==> config.mk <==
export PLATFORM = sky130hd
export DESIGN_NAME = ldpc_3gpp_enc_read_ctrl
export DESIGN_NICKNAME = d
export VERILOG_FILES = /design/src/rtl/ldpc_3gpp_enc_read_ctrl.sv
export SDC_FILE = /design/constraint.sdc
export NUM_CORES = 1
export LEC_CHECK = 0
export CELL_PAD_IN_SITES_DETAIL_PLACEMENT = 1
export CELL_PAD_IN_SITES_GLOBAL_PLACEMENT = 1
export CORE_MARGIN = 2
export CORE_UTILIZATION = 45
export DETAILED_ROUTE_END_ITERATION = 10
export GPL_TIMING_DRIVEN = 1
export MAX_ROUTING_LAYER = met4
export PLACE_DENSITY_LB_ADDON = 0.1
export REMOVE_ABC_BUFFERS = 1
export SLEW_MARGIN = 0
export SYNTH_ARGS = -nofsm -noshare
export SYNTH_HDL_FRONTEND = slang
export SYNTH_SLANG_ARGS = --single-unit
==> constraint.sdc <==
create_clock -name iclk -period 4.2 [get_ports iclk]
set_input_delay 0.63 -clock iclk [delete_from_list [all_inputs] [get_ports iclk]]
set_output_delay 0.63 -clock iclk [all_outputs]
set_load 0.03 [all_outputs]
==> src/rtl/ldpc_3gpp_enc_read_ctrl.sv <==
// ldpc_3gpp_enc_read_ctrl
//   Sequences one codeword of reads out of the encoder input ping-pong buffer:
//   waits for a full buffer, clears the address generator, issues reads under
//   a credit scheme, tags sop/eop/valid in step with the RAM latency, and
//   releases the buffer once the last word has been issued.
//   Optional build macro: LDPC_3GPP_ENC_READ_CTRL_ABORT_EN adds the iabort input.
module ldpc_3gpp_enc_read_ctrl #(
  parameter int pLEN_W    = 8,
  parameter int pCREDIT_W = 3,
  parameter int pCREDITS  = 4,
  parameter int pRAM_LAT  = 2
) (
  input  logic              iclk,
  input  logic              ireset,
  input  logic              iclkena,
  input  logic [pLEN_W-1:0] iused_len,
  input  logic              ibuf_full,
  input  logic              icredit,
`ifdef LDPC_3GPP_ENC_READ_CTRL_ABORT_EN
  input  logic              iabort,
`endif
  output logic              oclear,
  output logic              oenable,
  output logic              obuf_empty,
  output logic              oval,
  output logic              osop,
  output logic              oeop,
  output logic              obusy
);

  typedef enum logic [1:0] {
    IDLE  = 2'd0,
    READ  = 2'd1,
    DRAIN = 2'd2
  } state_t;

  localparam int DRAIN_W = (pRAM_LAT > 1) ? $clog2(pRAM_LAT) : 1;
  localparam logic [DRAIN_W-1:0]   DRAIN_LAST  = DRAIN_W'(pRAM_LAT - 1);
  localparam logic [pCREDIT_W-1:0] CREDIT_MAX  = {pCREDIT_W{1'b1}};
  localparam logic [pCREDIT_W-1:0] CREDIT_INIT = pCREDIT_W'(pCREDITS);

  state_t               state_q, state_d;
  logic [pLEN_W-1:0]    len_q, len_d;
  logic [pLEN_W-1:0]    cnt_q, cnt_d;
  logic [DRAIN_W-1:0]   drain_q, drain_d;
  logic [pCREDIT_W-1:0] credit_q, credit_d;
  logic                 empty_q, empty_d;
  logic [pRAM_LAT-1:0]  val_q, val_d;
  logic [pRAM_LAT-1:0]  sop_q, sop_d;
  logic [pRAM_LAT-1:0]  eop_q, eop_d;

  logic abort;
  logic abort_hit;
  logic rd_en;
  logic sop_in;
  logic eop_in;

`ifdef LDPC_3GPP_ENC_READ_CTRL_ABORT_EN
  assign abort = iabort;
`else
  assign abort = 1'b0;
`endif

  // Abort only matters while a block is in progress
  assign abort_hit = abort && (state_q != IDLE);

  // A read is issued only in READ with a credit in hand; abort kills it the same tick
  assign rd_en  = (state_q == READ) && (credit_q != '0) && !abort;
  assign sop_in = rd_en && (cnt_q == '0);
  assign eop_in = rd_en && (cnt_q == len_q);

  // Tag shift register: stage 0 takes the word being issued, the last stage drives the outputs
  generate
    for (genvar gi = 0; gi < pRAM_LAT; gi++) begin : g_tag
      if (gi == 0) begin : g_head
        assign val_d[gi] = !abort_hit && rd_en;
        assign sop_d[gi] = !abort_hit && sop_in;
        assign eop_d[gi] = !abort_hit && eop_in;
      end else begin : g_body
        assign val_d[gi] = !abort_hit && val_q[gi-1];
        assign sop_d[gi] = !abort_hit && sop_q[gi-1];
        assign eop_d[gi] = !abort_hit && eop_q[gi-1];
      end
    end
  endgenerate

  // Next-state, counters and credit bookkeeping
  always_comb begin
    state_d  = state_q;
    len_d    = len_q;
    cnt_d    = cnt_q;
    drain_d  = drain_q;
    credit_d = credit_q;
    empty_d  = 1'b0;

    // A credit returned in the same tick as a read cancels out
    if (rd_en && !icredit) begin
      credit_d = credit_q - 1'b1;
    end else if (!rd_en && icredit && (credit_q != CREDIT_MAX)) begin
      credit_d = credit_q + 1'b1;
    end

    case (state_q)
      IDLE: begin
        if (ibuf_full) begin
          len_d   = iused_len;
          cnt_d   = '0;
          state_d = READ;
        end
      end
      READ: begin
        if (rd_en) begin
          cnt_d = cnt_q + 1'b1;
          // Last word issued: release the buffer now, tags still flushing
          if (cnt_q == len_q) begin
            state_d = DRAIN;
            empty_d = 1'b1;
            drain_d = '0;
          end
        end
      end
      DRAIN: begin
        if (drain_q == DRAIN_LAST) begin
          state_d = IDLE;
        end else begin
          drain_d = drain_q + 1'b1;
        end
      end
      default: begin
        state_d = IDLE;
      end
    endcase

    if (abort_hit) begin
      state_d = IDLE;
      empty_d = 1'b1;
    end
  end

  // State register; everything holds while the clock enable is low
  always_ff @(posedge iclk or negedge ireset) begin
    if (!ireset) begin
      state_q  <= IDLE;
      len_q    <= '0;
      cnt_q    <= '0;
      drain_q  <= '0;
      credit_q <= CREDIT_INIT;
      empty_q  <= 1'b0;
      val_q    <= '0;
      sop_q    <= '0;
      eop_q    <= '0;
    end else if (iclkena) begin
      state_q  <= state_d;
      len_q    <= len_d;
      cnt_q    <= cnt_d;
      drain_q  <= drain_d;
      credit_q <= credit_d;
      empty_q  <= empty_d;
      val_q    <= val_d;
      sop_q    <= sop_d;
      eop_q    <= eop_d;
    end
  end

  // The clear tick is the start tick itself; kept low while reset is asserted
  assign oclear     = ireset && (state_q == IDLE) && ibuf_full;
  assign oenable    = rd_en;
  assign obuf_empty = empty_q;
  assign oval       = val_q[pRAM_LAT-1];
  assign osop       = sop_q[pRAM_LAT-1];
  assign oeop       = eop_q[pRAM_LAT-1];
  assign obusy      = (state_q != IDLE);

endmodule

# After elaboration in Yosys (flattened, before gate mapping)
# Index checks and enable logic that the tools add are counted.
[op_classes]
n_addsub = 4
n_reduce_logical = 22
muxes = 17
n_eq_ne = 8
[op_table]
columns = ["op", "count"]
rows = [
  ["8-bit two-way mux", 2],
  ["8-bit case mux with 2 select lines", 1],
  ["8-bit by 1-bit adder with 8-bit output (second input constant)", 1],
  ["8-bit equality test", 1],
  ["1-bit logical AND", 8],
  ["8-bit zero test", 1],
  ["2-bit two-way mux", 4],
  ["4-bit AND reduction", 2],
  ["2-bit nonzero test", 4],
  ["1-bit two-way mux", 6],
  ["3-bit two-way mux", 2],
  ["2-bit inequality test (second input constant)", 3],
  ["2-bit case mux with 3 select lines", 1],
  ["5-bit AND reduction", 1],
  ["3-bit by 1-bit adder with 3-bit output (second input constant)", 1],
  ["3-bit inequality test (second input constant)", 1],
  ["3-bit AND reduction", 1],
  ["3-bit nonzero test", 1],
  ["3-bit by 1-bit subtractor with 3-bit output (second input constant)", 1],
  ["2-bit by 1-bit equality test with 1-bit output (second input constant)", 1],
  ["2-bit equality test (second input constant)", 1],
  ["1-bit zero test", 2],
  ["2-bit zero test", 1],
  ["2-bit by 1-bit inequality test with 1-bit output (second input constant)", 1],
  ["other kinds (3)", 3],
]
[totals]
word_cells = 60
ff_bits = 29

# Longest topological paths before layout
[depth]
word_depth = 7
depth_mapped = 10

# Worst setup path after synthesis
# OpenSTA, ideal clock, no wires.
[synth_path]
path_type = "register to register"
from = "register credit_q[1]"
to = "register credit_q[1]"
period_less_slack_ns = 2.122
setup_ns = 0.141
setup_slack_ns = 2.078
stages_incl_launch_ff = 11
t_arrival_ns = 1.980
path_cell_list = "dfrtp_1 > buf_6 > or3_1 > nand2_1 > nor2_1 > xor2_1 > ha_1 > nand2b_1 > mux2_2 > nor2_1 > a211oi_1"
[synth_between]
word_cells_on_any_way = 13
cone_classes = "add/sub (2); eq/ne (1); mux (2); reduce/logical (8)"
[synth_lines]
columns = ["item", "line_no", "rtl"]
rows = [
  ["from (decl)", "46", "logic [pCREDIT_W-1:0] credit_q, credit_d;"],
  ["from (signal assigned)", "157", "credit_q <= credit_d;"],
  ["branches (longest 3 deep; another with 3-bit by 1-bit adder with 3-bit output)", "n/a", ""],
  ["3-bit two-way mux *", "97", "if (rd_en && !icredit) begin"],
  ["net credit_d[1]", "46", ""],
]
# Mark *: on every way through the listed nets, which the timed path passes. The select of a mux whose other input is x is not followed.
# A chain may end at the register's enable or synchronous reset.

# Worst setup path after layout
[layout_path]
from = "register state_q[0]"
to = "output oenable"
[layout_between]
elab_chain_len = 2
[layout_lines]
columns = ["item", "line_no", "rtl"]
rows = [
  ["from (decl)", "42", "state_t state_q, state_d;"],
  ["from (signal assigned)", "153", "state_q <= state_d;"],
  ["2-bit by 1-bit equality test with 1-bit output", "68", "assign rd_en = (state_q == READ) && (credit_q != '0) && !abort;"],
  ["1-bit logical AND", "68", ""],
  ["to (decl)", "23", "output logic oenable,"],
]
# Every way passes these cells.

==> results_dict.tcl <==
set metrics [dict create \
    utilization_pct 55.7 \
    yosys-top-cells-area "dfrtp_1 46%, mux2_2 8.9%, xnor2_1 6.9%, o21ai_0 4.0%, ha_1 2.5%" \
    htree_levels 2 \
    path_max_fanout 9 \
    path_cells "nor2b_1, nand2_1, inv_2, clkdlybuf4s50_1" \
    drt-initial-drc-count 41 \
    timing.rr.end "credit_q[1]" \
    cpMaxStageDelayCell "clkdlybuf4s50_1" \
    num_vias 1162 \
    p_leak_nw 0.751 \
    synth_area_per_cell_um2 10.2 \
    cp_top_family "buffers and inverters" \
    critPathRequiredTime_ps 3570 \
    drive_gt1_share_pct 16.1 \
    cp-end-kind "output pin" \
    fp-row-count 21 \
    cts_root_buf "clkbuf_4" \
    io_pins 20 \
    crit_path_max_incr_delay_ps 700 \
    synth_ff_type "dfrtp_1" \
    yosysWarnings 0 \
    io_buffers 19 \
    drc_errors 0 \
    whs_endpoint "credit_q[2]" \
    ys_types 37 \
    status "finished clean" \
    grt_use_total_pct 21.2 \
    regArea_um2 727 \
    clkTransAtPathRegs_ps 100 \
    postRouteAntennaNets 0 \
    setup_viol_count_final 0 \
    reg2regPathDepth 9 \
    synth.most_common_cell "dfrtp_1" \
    synth_top_cell_area_share_pct 46.2 \
    clk_latency_ps 340 \
    antennaDiodeCount 0 \
    syn_area_mm2 0.00152 \
    postCtsHoldBufs 0 \
    numCtsBuffers 5 \
    finalSetupTns_ps 0 \
    hold-path-cell-count 1 \
    syn_inst 148 \
    synth-seq-area-share_pct 48.0 \
    die_h_um 62.0 \
    synth_edf_count 0 \
    min_period_ps 2840 \
    overflow 0 \
    start_kind "flip-flop" \
    initial_core_util_pct 46.1 \
    fin_ws_ps 1360 \
    wl_um 3330 \
    crit_arrival_ps 2210 \
    core_mm2 0.00328 \
    nets 183 \
    grt_antenna_before_repair 0 \
    first_global_vias 1179 \
    clock_path_buffers 2 \
    dieWidth_um 62.0 \
    hold_start "credit_q[2]" \
    cp-startpoint "state_q[0]" \
    fin_skew_ps 12.5 \
    async_flop_share_pct 100 \
    clock-sinks 29 \
    max_clock_freq_mhz 352 \
    gp_congestion 0.814 \
    multiInputGateArea_um2 707 \
    yosysTopAreaCell "dfrtp_1" \
    drt-wirelength-per-cell_um 15.6 \
    max_cap_viol_count 0 \
    min_period_over_period_pct 67.6 \
    pre_cts_slack_ps 1300 \
    irDropWorstVdd_mv 0.440 \
    final_cell_area_mm2 0.00183 \
    reg2reg_slack_ps 1840 \
    die-area_mm2 0.00385 \
    place_area_mm2 0.00173 \
    area_growth_pct 20.7 \
    ys_ff_latch 29 \
    rsz0062_at_grt "false" \
    vias_per_cell 5.43 \
    grt_max_degree 30 \
    grt_pass1_wl_um 5550 \
    synthTopCellsByCount "28 x dfrtp_1, 12 x mux2_2, 12 x o21ai_0, 12 x xnor2_1" \
    cts_tree "built" \
    fill_cells 377 \
    critPathBufInv 2 \
    hold_class "reg2reg" \
    finalMaxSlewViolations 0 \
    r2r-start "credit_q[1]" \
    powerDensity_mw_per_mm2 696 \
    worst-slew-pin-transition_ps 735 \
    relSlewSlack_pct 50.8 \
    cts-resized-gates 0 \
    finalHoldViolations 0 \
    drt_pass1_iterations 2 \
    critPathKind "reg2out" \
    post_cts_buffers 0 \
    hpwl_um 2320 \
]
## state kept, by name, summed over array words and instances, names as in the netlist, 2 cells and up
signal    count
state_q       2
cnt_q         8
sop_q         2
len_q         8
eop_q         2
credit_q      3
val_q         2
## where the power goes
| part | internal, mW | switching [mW] | leakage, nW |
|---|---|---|---|
| clock network | 0.184 | 0.106 | 0.0552 |
| registers | 0.384 | 0.123 | 0.367 |
| logic | 0.243 | 0.234 | 0.329 |
## cells in the final DEF, fill, tap and decap left out, types with 3 or more instances in the layout
cell type,synthesis,routed
a21oi_1,5,5
clkbuf_4,0,5
clkdlybuf4s50_1,0,19
dfrtp_1,28,28
ha_1,3,3
inv_1,9,9
mux2_2,12,12
nand2_1,9,9
nand3_1,6,6
nand4_1,5,5
nor2_1,9,9
nor3_1,3,3
nor3_2,3,3
o21ai_0,12,12
or3_1,3,3
xnor2_1,12,12
## worst max-delay path by stage
| stage | end | slack (ps) | depth (start not counted) |
|---|---|---|---|
| floorplan | credit_q[1] | 2110 | 9 |
| global placement | cnt_q[5] | 1380 | 6 |
| detailed placement | cnt_q[7] | 1300 | 6 |
| CTS | oenable | 1340 | 4 |
| global route | oenable | 1220 | 4 |
| finish | oenable | 1360 | 4 |
## area by class of cell
type | count | area share, %
Clock buffer | 5 | 2.05
Clock inverter | 3 | 3.56
Inverter | 10 | 2.05
Multi-Input combinational cell | 101 | 38.6
Sequential cell | 29 | 39.7
Tap cell | 46 | 3.15
Timing Repair Buffer | 20 | 10.8
## kinds of logic (layout without fill, tap and decap cells)
kind of cell / count (synthesis) / count (layout) / synth area share, %
mux: 13 / 13 / 9.58
buf+inv: 18 / 38 / 5.37
simple gates: 46 / 46 / 16.4
fa+ha+maj: 3 / 3 / 2.48
compound gates: 26 / 26 / 10.7
flops: 29 / 29 / 48.0
xor+xnor: 13 / 13 / 7.51
## metrics by stage
| stage | cells | power, mW | hold WS [ps] |
|---|---|---|---|
| floorplan | 140 | 0.833 | 334 |
| global placement | 206 | 0.966 | 468 |
| detailed placement | 206 | 0.991 | 506 |
| CTS | 214 | 1.29 | 530 |
| global route | 214 | 1.37 | 543 |
| finish | 214 | 1.27 | 525 |
## layer usage
layer,up-vias,GRT usage (%),routed length [um]
met4,0,11.9,78
li1,558,-,-
met5,-,-,0
met2,20,34.8,1660
met3,10,4.35,113
met1,574,24.0,1480
(Power assumes the default switching activity.)
